`config.mk`:
```
export PLATFORM = sky130hd
export DESIGN_NAME = audio_pcm_scheduler
export DESIGN_NICKNAME = d
export VERILOG_FILES = /design/src/rtl/audio_pcm_scheduler.sv
export SDC_FILE = /design/constraint.sdc
export NUM_CORES = 1
export LEC_CHECK = 0
export CAP_MARGIN = 20
export CORE_MARGIN = 2
export CORE_UTILIZATION = 40
export DETAILED_ROUTE_END_ITERATION = 6
export GPL_TIMING_DRIVEN = 0
export PLACE_DENSITY_LB_ADDON = 0.12
export RECOVER_POWER = 25
export SYNTH_ARGS = -nofsm -noshare
export SYNTH_HDL_FRONTEND = slang
export SYNTH_SLANG_ARGS = --single-unit
```
`constraint.sdc`:
```
create_clock -name clk_pcm -period 5.8 [get_ports clk_pcm]
set_input_delay 1.16 -clock clk_pcm [delete_from_list [all_inputs] [get_ports clk_pcm]]
set_output_delay 1.16 -clock clk_pcm [all_outputs]
set_load 0.1 [all_outputs]
```
`src/rtl/audio_pcm_scheduler.sv`:
```
// Sample-rate pacer and two-source arbiter feeding audio_stereo_out in the clk_pcm domain.
// One stereo sample per SAMPLE_DIV clocks; silence is substituted when no source is ready.
module audio_pcm_scheduler #(
  parameter int W          = 8,
  parameter int SAMPLE_DIV = 1134,
  parameter bit ARB_RR     = 1'b1,
  parameter int SILENCE    = 0
) (
  input  logic           clk_pcm,
  input  logic           aclr_n,
  input  logic           enable,
  input  logic           clear_stats,
  input  logic           src0_valid,
  output logic           src0_ready,
  input  logic [2*W-1:0] src0_pcm,
  input  logic           src1_valid,
  output logic           src1_ready,
  input  logic [2*W-1:0] src1_pcm,
  output logic           stereo_pcm_rdy,
  output logic [2*W-1:0] stereo_pcm,
  input  logic           fifo_full,
  output logic           grant_src,
  output logic [15:0]    underrun_cnt,
  output logic [15:0]    overrun_cnt
);
  localparam int CW = $clog2(SAMPLE_DIV);
  localparam logic [CW-1:0]  TICK_LAST = CW'(SAMPLE_DIV - 1);
  localparam logic [W-1:0]   SIL_CH    = W'(SILENCE);
  localparam logic [2*W-1:0] SIL_WORD  = {SIL_CH, SIL_CH};

  typedef enum logic [1:0] {IDLE, WAIT_TICK, FETCH, PUSH} state_t;

  state_t         state, state_nxt;
  logic [CW-1:0]  tick_cnt;
  logic [2*W-1:0] sample_reg;
  logic           tick, any_valid, both_valid, pick;
  logic           grant_sel, grant_both, rr_ptr, push;
  logic           take_tick, underrun_inc, overrun_inc;

  assign tick       = (state != IDLE) && (tick_cnt == TICK_LAST);
  assign any_valid  = src0_valid | src1_valid;
  assign both_valid = src0_valid & src1_valid;
  // With a single requester the grant simply follows src1_valid.
  assign pick       = both_valid ? (ARB_RR ? rr_ptr : 1'b0) : src1_valid;

  assign take_tick    = (state == WAIT_TICK) && enable && tick;
  assign underrun_inc = take_tick && !any_valid;
  assign overrun_inc  = (state == PUSH) && fifo_full && tick;

  always_ff @(posedge clk_pcm or negedge aclr_n) begin
    if (!aclr_n) state <= IDLE;
    else         state <= state_nxt;
  end

  always_comb begin
    state_nxt  = state;
    src0_ready = 1'b0;
    src1_ready = 1'b0;
    push       = 1'b0;
    case (state)
      IDLE:      if (enable) state_nxt = WAIT_TICK;
      WAIT_TICK: begin
        if (!enable)         state_nxt = IDLE;
        else if (tick)       state_nxt = any_valid ? FETCH : PUSH;
      end
      FETCH: begin
        src0_ready = !grant_sel;
        src1_ready = grant_sel;
        state_nxt  = PUSH;
      end
      PUSH: begin
        if (!fifo_full) begin
          push      = 1'b1;
          state_nxt = WAIT_TICK;
        end
      end
      default:             state_nxt = IDLE;
    endcase
  end

  // Pacing counter free-runs outside IDLE so blocked pushes do not shift the sample grid.
  always_ff @(posedge clk_pcm or negedge aclr_n) begin
    if (!aclr_n)              tick_cnt <= '0;
    else if (state == IDLE)   tick_cnt <= '0;
    else if (tick)            tick_cnt <= '0;
    else                      tick_cnt <= tick_cnt + CW'(1);
  end

  always_ff @(posedge clk_pcm or negedge aclr_n) begin
    if (!aclr_n) begin
      sample_reg     <= SIL_WORD;
      stereo_pcm     <= '0;
      stereo_pcm_rdy <= 1'b0;
      grant_src      <= 1'b0;
      grant_sel      <= 1'b0;
      grant_both     <= 1'b0;
      rr_ptr         <= 1'b0;
    end else begin
      stereo_pcm_rdy <= push;
      if (push) stereo_pcm <= sample_reg;
      if (take_tick) begin
        if (any_valid) begin
          grant_sel  <= pick;
          grant_both <= both_valid;
        end else begin
          sample_reg <= SIL_WORD;
        end
      end
      if (state == FETCH) begin
        sample_reg <= grant_sel ? src1_pcm : src0_pcm;
        grant_src  <= grant_sel;
        if (grant_both) rr_ptr <= ~grant_sel;
      end
    end
  end

  // Clear wins over a coincident increment; both counters stick at all-ones.
  always_ff @(posedge clk_pcm or negedge aclr_n) begin
    if (!aclr_n) begin
      underrun_cnt <= '0;
      overrun_cnt  <= '0;
    end else if (clear_stats) begin
      underrun_cnt <= '0;
      overrun_cnt  <= '0;
    end else begin
      if (underrun_inc && underrun_cnt != 16'hFFFF) underrun_cnt <= underrun_cnt + 16'd1;
      if (overrun_inc  && overrun_cnt  != 16'hFFFF) overrun_cnt  <= overrun_cnt + 16'd1;
    end
  end

endmodule

```
==> results of run 1 <==
metrics by stage:
step / area, um^2 / total power [mW] / cells / util, % / worst slack (ns)
2_1_floorplan: 4050 / 0.6762 / 376 / - / 2.276
3_3_place_gp: 5107 / 0.7326 / 598 / 52.01 / 0.5575
3_5_place_dp: 5137 / 0.7367 / 600 / 52.32 / 2.028
4_1_cts: 5315 / 1.120 / 616 / 54.13 / 1.680
5_1_grt: 5311 / 1.160 / 616 / 54.09 / 1.536
6_report: 5311 / 1.103 / 616 / 54.09 / 1.717
worst min-delay path, stage by stage, from the launching register on:
cell	delay, ns
dfrtp_1	0.35
nand2_1	0.05
nand2_1	0.05
logic make-up after synthesis:
logic type | after synthesis | synth area share (%)
flops | 82 | 50.66
xor+xnor | 20 | 4.325
buf+inv | 20 | 2.070
fa+ha+maj | 8 | 2.472
mux | 38 | 10.53
simple gates | 155 | 20.95
compound gates | 53 | 8.991
metal layers:
layer	vias to the layer above	part of all wire (%)
met5	-	0
met4	0	1.0
met3	10	4.7
met2	77	48
met1	1588	47
li1	1562	-
worst max-delay path by stage:
stage | to | depth (start not counted) | slack, ns | startpoint
2_1_floorplan | src0_ready | 4 | 2.28 | state[0]
6_report | src0_ready | 5 | 1.72 | state[0]
4_1_cts | src0_ready | 5 | 1.68 | state[0]
3_3_place_gp | stereo_pcm[13] | 1 | 0.56 | aclr_n
3_5_place_dp | underrun_cnt[13] | 6 | 2.03 | src1_valid
5_1_grt | src0_ready | 5 | 1.54 | state[0]
area by class of cell:
cell class / count / area (um^2)
flip-flops and latches: 82 / 2052
multi-input cells: 274 / 1914
repair buffers: 91 / 917.1
plain buffers: 15 / 65.06
well taps: 133 / 166.4
inverters: 5 / 18.77
fillers: 916 / 4508
clock buffers: 10 / 127.6
clock inverters: 6 / 50.05
Yosys cell counts, types with 2 or more instances:
library cell / n
a21oi_1: 14
a22o_1: 15
a31o_2: 2
and3_1: 3
clkbuf_1: 12
dfrtp_1: 82
ha_1: 8
inv_1: 5
mux2_2: 36
nand2_1: 28
nand2b_1: 2
nand3_1: 16
nand4_1: 9
nor2_1: 39
nor2b_1: 8
nor3_1: 10
nor3b_1: 2
nor4_1: 7
nor4b_1: 2
o21ai_0: 11
o41ai_1: 2
or2_2: 2
or3_1: 7
or3b_2: 3
or4_1: 3
or4_4: 2
or4b_1: 4
xnor2_1: 15
xor2_1: 5
report_power, final:
part           internal [mW]  switching [mW]  total [mW]  leakage (nW)
registers              0.585          0.0175       0.603          1.14
clock network          0.160           0.220       0.380        0.0835
logic                 0.0574          0.0632       0.121         0.947
==> metrics.md, run 1 <==
| Metric | Value |
|---|---|
| Pleak | `approximately 2.2 nW` |
| Clock insertion delay at the later pin of the skew report | `about 0.36 ns` |
| Predominant post-synthesis flop cell | `dfrtp_1` |
| Hold_buf cts | `0` |
| Total CTS buffers | `9` |
| Mapped Avg Cell Area | `roughly 11 um^2` |
| I/O Buffers | `89` |
| Crit. End Element | `output pin` |
| # rows | `36` |
| Warnings from Yosys | `0` |
| Reg2Reg Depth | `7` |
| Max-cap violations | `0` |
| FF-to-FF End | `underrun_cnt[13]` |
| Worst reg2reg startpoint | `state[0]` |
| Seq cells post-synth | `82` |
| Share of layout cells above drive strength 1 | `between 10% and 20%` |
| Initial DRC count | `98` |
| Commonest non-fill, non-tap cell in the layout | `clkdlybuf4s50_1` |
| Final Hold Vio Count | `0` |
| Cell Chain, Critical Path | `inv_1, ha_1, clkbuf_1, nor2b_1, clkdlybuf4s50_1` |
| Max VDD drop | `0.2040 mV` |
| Area delta synth->final | `31.14%` |
| Distinct cells, synth | `51` |
| Slowest cell on the critical path | `clkdlybuf4s50_1` |
| Final Wtd Congestion | `0.8381` |
| Setup Buffers After CTS | `0` |
| Required time of the worst setup path | `4.64 ns` |
| Post-synth top area share | `50.66%` |
| Mapped Nets | `approximately 420` |
| H-tree depth | `3` |
| Initial antenna violation count | `0` |
| Final ANT Viol Nets | `0` |
| Final min period | `a little over 4 ns` |
| Total GRT Usage | `17.61%` |
| Largest net degree at the start of global routing | `67` |
| Dpl hpwl | `6.747 mm` |
| Max Clock Skew | `0.01393 ns` |
| Fmax | `roughly 0.24 GHz` |
| Cell taking the most area after synthesis | `dfrtp_1` |
| Mapped Cells | `376` |
| Post-synthesis cell area | `4050 um^2` |
| Wire length per cell | `15.03 um` |
| Final Max Tran Viols | `0` |
| Die height | `around 100 um` |
| Number of detailed-route iterations in the first pass | `4` |
| Most frequent cells in the layout | `88 x clkdlybuf4s50_1, 82 x dfrtp_1, 39 x nor2_1` |
| Cell area power density | `roughly 210 nW/um^2` |
| Flop2flop setup slack | `2.88 ns` |
| Clock sink count | `82` |
| Vias per cell | `5.255` |
| Hold wc startpoint | `grant_both` |
| Crit-path leading delay family | `buffers and inverters` |
| CTS tree | `built` |
| Cts repair resizes | `0` |
| Global Route met3 Usage | `roughly 4.8%` |
| Register area share after synthesis | `about half` |
| Crit path largest cell delay | `roughly 1.1 ns` |
| Crit path launch type | `register` |
| Routed wire length | `9.257 mm` |
| CORE AREA | `9819 um^2` |
| Hold Path Class | `register to register` |
| Final worst-path cycle share | `70.40%` |
| Grt peak-use layer | `met2` |
| Max_slew headroom | `30.22%` |
| Initial Utilization | `41.25%` |
| WP buf/inv | `3` |
| Via count | `~3200` |
| Fin nets | `525` |
| Slew @ Worst Pin | `approximately 1.0 ns` |
| IO Pins | `between 90 and 100` |
| Post-synth EDFFs | `0` |
| Antenna Cells | `0` |
| CTS Root Cell | `clkbuf_8` |
| WHS Path Cells | `2` |
| Crit Path Max Fanout | `10` |
| WHS Endpoint | `grant_both` |
| RSZ-0062 raised after global routing | `false` |
| Clock transition at the registers of the reported paths | `0.09 ns` |
| Vias in the first global route | `3217` |
| Share of flip-flops with an asynchronous set or reset | `100.0%` |
| Gr ovfl total | `0` |
| Setup tns final | `0 ns` |
| Final setup viols | `0` |
| Met1 Usage GRT | `23.30%` |
| Final hold slack | `0.4834 ns` |
| M2 GR Usage | `between 20 and 30%` |
| Synth area leaders | `dfrtp_1 51%, mux2_2 10%, nor2_1 3.6%, a22o_1 3.2%, xnor2_1 3.2%` |
| Status | `complete, no violations` |
| Crit Path Class | `register to output pin` |
| Full die area | `10950 um^2` |
| CTS Buffer Depth | `2` |
| Global-route wire length before repair | `~16 mm` |
| Worst Path Arrival | `roughly 3 ns` |
| Die X | `roughly 100 um` |
| DRC | `0` |
Power figures use the tool's default switching activity.
==> run 2, diff against run 1 <==
Clock period 5.8 ns to 3.7 ns, I/O delays scaled along.
==> run 2 against run 1 <==
  * Via count is 0.12% higher
  * Sequential cell count stayed put
  * Critical endpoint unchanged
  * First-iteration DRC count is 12% higher
  * Critical path depth stayed put
  * Sequential power is 57% higher
  * Highest routed layer unchanged
  * Routed wire length is 0.16% lower
  * Die area stayed put
  * Clock-buffer cell count stayed put
  * Combinational power is 54% higher
  * The flow now finishes with violations (max-capacitance violations, max-slew violations)
  * Global-route usage stayed put
  * Register-to-register slack worse by 2.1 ns
  * Utilization is 0.22 points lower
==> metrics.md, run 2 (synthesis gave the netlist of run 1 again) <==
| Metric | Value |
|---|---|
| Setup tns final | `0 ns` |
| Largest net degree at the start of global routing | `67` |
| Total GRT Usage | `17.61%` |
| H-tree depth | `3` |
| Cell area power density | `326.4 nW/um^2` |
| Initial DRC count | `110` |
| Full die area | `10950 um^2` |
| Layout Utilization | `53.87%` |
| Crit. End Element | `output pin` |
| CTS tree | `built` |
| Final ANT Viol Nets | `0` |
| Fmax | `around 0.30 GHz` |
| Vias per cell | `about 5.3` |
| Crit Path Max Fanout | `10` |
| Max-cap violations | `1` |
| Max_slew headroom | `-8.445%` |
| Worst Path Arrival | `2.63 ns` |
| Met1 Usage GRT | `23.30%` |
| M2 GR Usage | `28.66%` |
| Routed wire length | `9.242 mm` |
| CORE AREA | `between 9000 and 10000 um^2` |
| Grt peak-use layer | `met2` |
| Commonest non-fill, non-tap cell in the layout | `clkdlybuf4s50_1` |
| Fin nets | `approximately 530` |
| Global-route wire length before repair | `15.69 mm` |
| Final Wtd Congestion | `approximately 0.84` |
| Flop2flop setup slack | `about 0.77 ns` |
| Global Route met3 Usage | `under 10%` |
| Slew @ Worst Pin | `~1.6 ns` |
| Vias in the first global route | `3217` |
| Final hold slack | `0.4825 ns` |
| CTS Root Cell | `clkbuf_8` |
| Final setup viols | `0` |
| Crit path launch type | `register` |
| DRC | `0` |
| Antenna Cells | `0` |
| Initial Utilization | `41.25%` |
| Clock sink count | `82` |
| Clock transition at the registers of the reported paths | `0.09 ns` |
| Crit Path Class | `register to output pin` |
| Die X | `104.6 um` |
| Total CTS buffers | `9` |
| Area delta synth->final | `30.61%` |
| I/O Buffers | `89` |
| CTS Buffer Depth | `2` |
| # rows | `36` |
| Fillers | `between 900 and 1000` |
| DP Cell Count | `600` |
| Die height | `104.6 um` |
| Final min period | `3.373 ns` |
| Final worst-path cycle share | `between 90 and 100%` |
| Most frequent cells in the layout | `86 x clkdlybuf4s50_1, 82 x dfrtp_1, 39 x nor2_1` |
| Final Max Tran Viols | `between 60 and 70` |
| Gr ovfl total | `0` |
| Hold_buf cts | `0` |
| RSZ-0062 raised after global routing | `false` |
| Status | `complete, but fails checks` |
| Via count | `3241` |
| Dpl hpwl | `6.747 mm` |
| Non-filler cells, final | `616` |
| Number of detailed-route iterations in the first pass | `5` |
| Initial antenna violation count | `0` |
| Share of layout cells above drive strength 1 | `between 10% and 20%` |
| Clock insertion delay at the later pin of the skew report | `around 0.35 ns` |
| IO Pins | `91` |
| Failing checks | `max-capacitance violations, max-slew violations` |
| Hold Path Class | `register to register` |
| Setup Buffers After CTS | `0` |
| Required time of the worst setup path | `2.96 ns` |
| Pleak | `around 2.2 nW` |
| Wire length per cell | `15.00 um` |
| Max Clock Skew | `about 0.014 ns` |
| Max VDD drop | `0.3195 mV` |
| Final Hold Vio Count | `0` |
[run 2: cell types whose count changed in the layout (fill, tap and decap cells not counted)]
cell | before | now
clkdlybuf4s50_1 | 88 | 86
dlymetal6s2s_1 | 0 | 1
clkbuf_2 | 0 | 1
dlygate4sd2_1 | 0 | 1
buf_16 | 1 | 0
[run 2: area by class of cell]
type	count	area, um^2	share of cell area, %
Inverter	5	18.77	0.3548
Tap cell	133	166.4	3.146
Buffer	15	65.06	1.230
Sequential cell	82	2052	38.79
Clock buffer	10	127.6	2.412
Clock inverter	6	50.05	0.9461
Timing Repair Buffer	91	895.9	16.93
Multi-Input combinational cell	274	1914	36.19
[run 2: routing by layer]
metal | up-vias | share of wire (%) | wire length [um]
li1 | 1562 | - | -
met1 | 1591 | 47 | 4332
met2 | 77 | 47 | 4378
met3 | 11 | 4.8 | 440
met4 | 0 | 0.98 | 91
met5 | - | 0 | 0
[run 2: repair_timing]
action,in CTS,in global routing
setup endpoints to repair,1,1
gates cloned,0,0
resized for setup,1,1
[run 2: worst paths after layout]
kind / start / endpoint / cells after the start
max in group asynchronous: aclr_n / grant_sel / 2
hold reg to reg: grant_both / grant_both / 2
setup reg to reg: state[0] / underrun_cnt[13] / 7
hold / removal: grant_both / grant_both / 2
min in group asynchronous: aclr_n / underrun_cnt[15] / 1
setup / recovery: state[0] / src0_ready / 5
[run 2: report_power, final]
group          internal, mW  switching, mW  total, mW
clock network         0.251          0.345      0.596
registers             0.917         0.0273      0.945
logic                0.0873         0.0988      0.186
total                  1.26          0.471       1.73
[run 2: critical path, cell delays in order (launching register included)]
cell,delay [ns]
dfrtp_1,0.42
inv_1,0.11
ha_1,0.30
clkbuf_1,0.40
nor2b_1,0.19
dlygate4sd2_1,0.86
[run 2: through the flow]
stage / power (mW) / cell area, um^2 / worst slack [ns]
final: 1.727 / 5290 / 0.3274
after floorplan: 1.060 / 4050 / 0.5961
after global placement: 1.148 / 5107 / -1.122
after CTS: 1.755 / 5314 / 0.01513
after detailed placement: 1.155 / 5137 / 0.3484
after global routing: 1.814 / 5290 / 0.1438
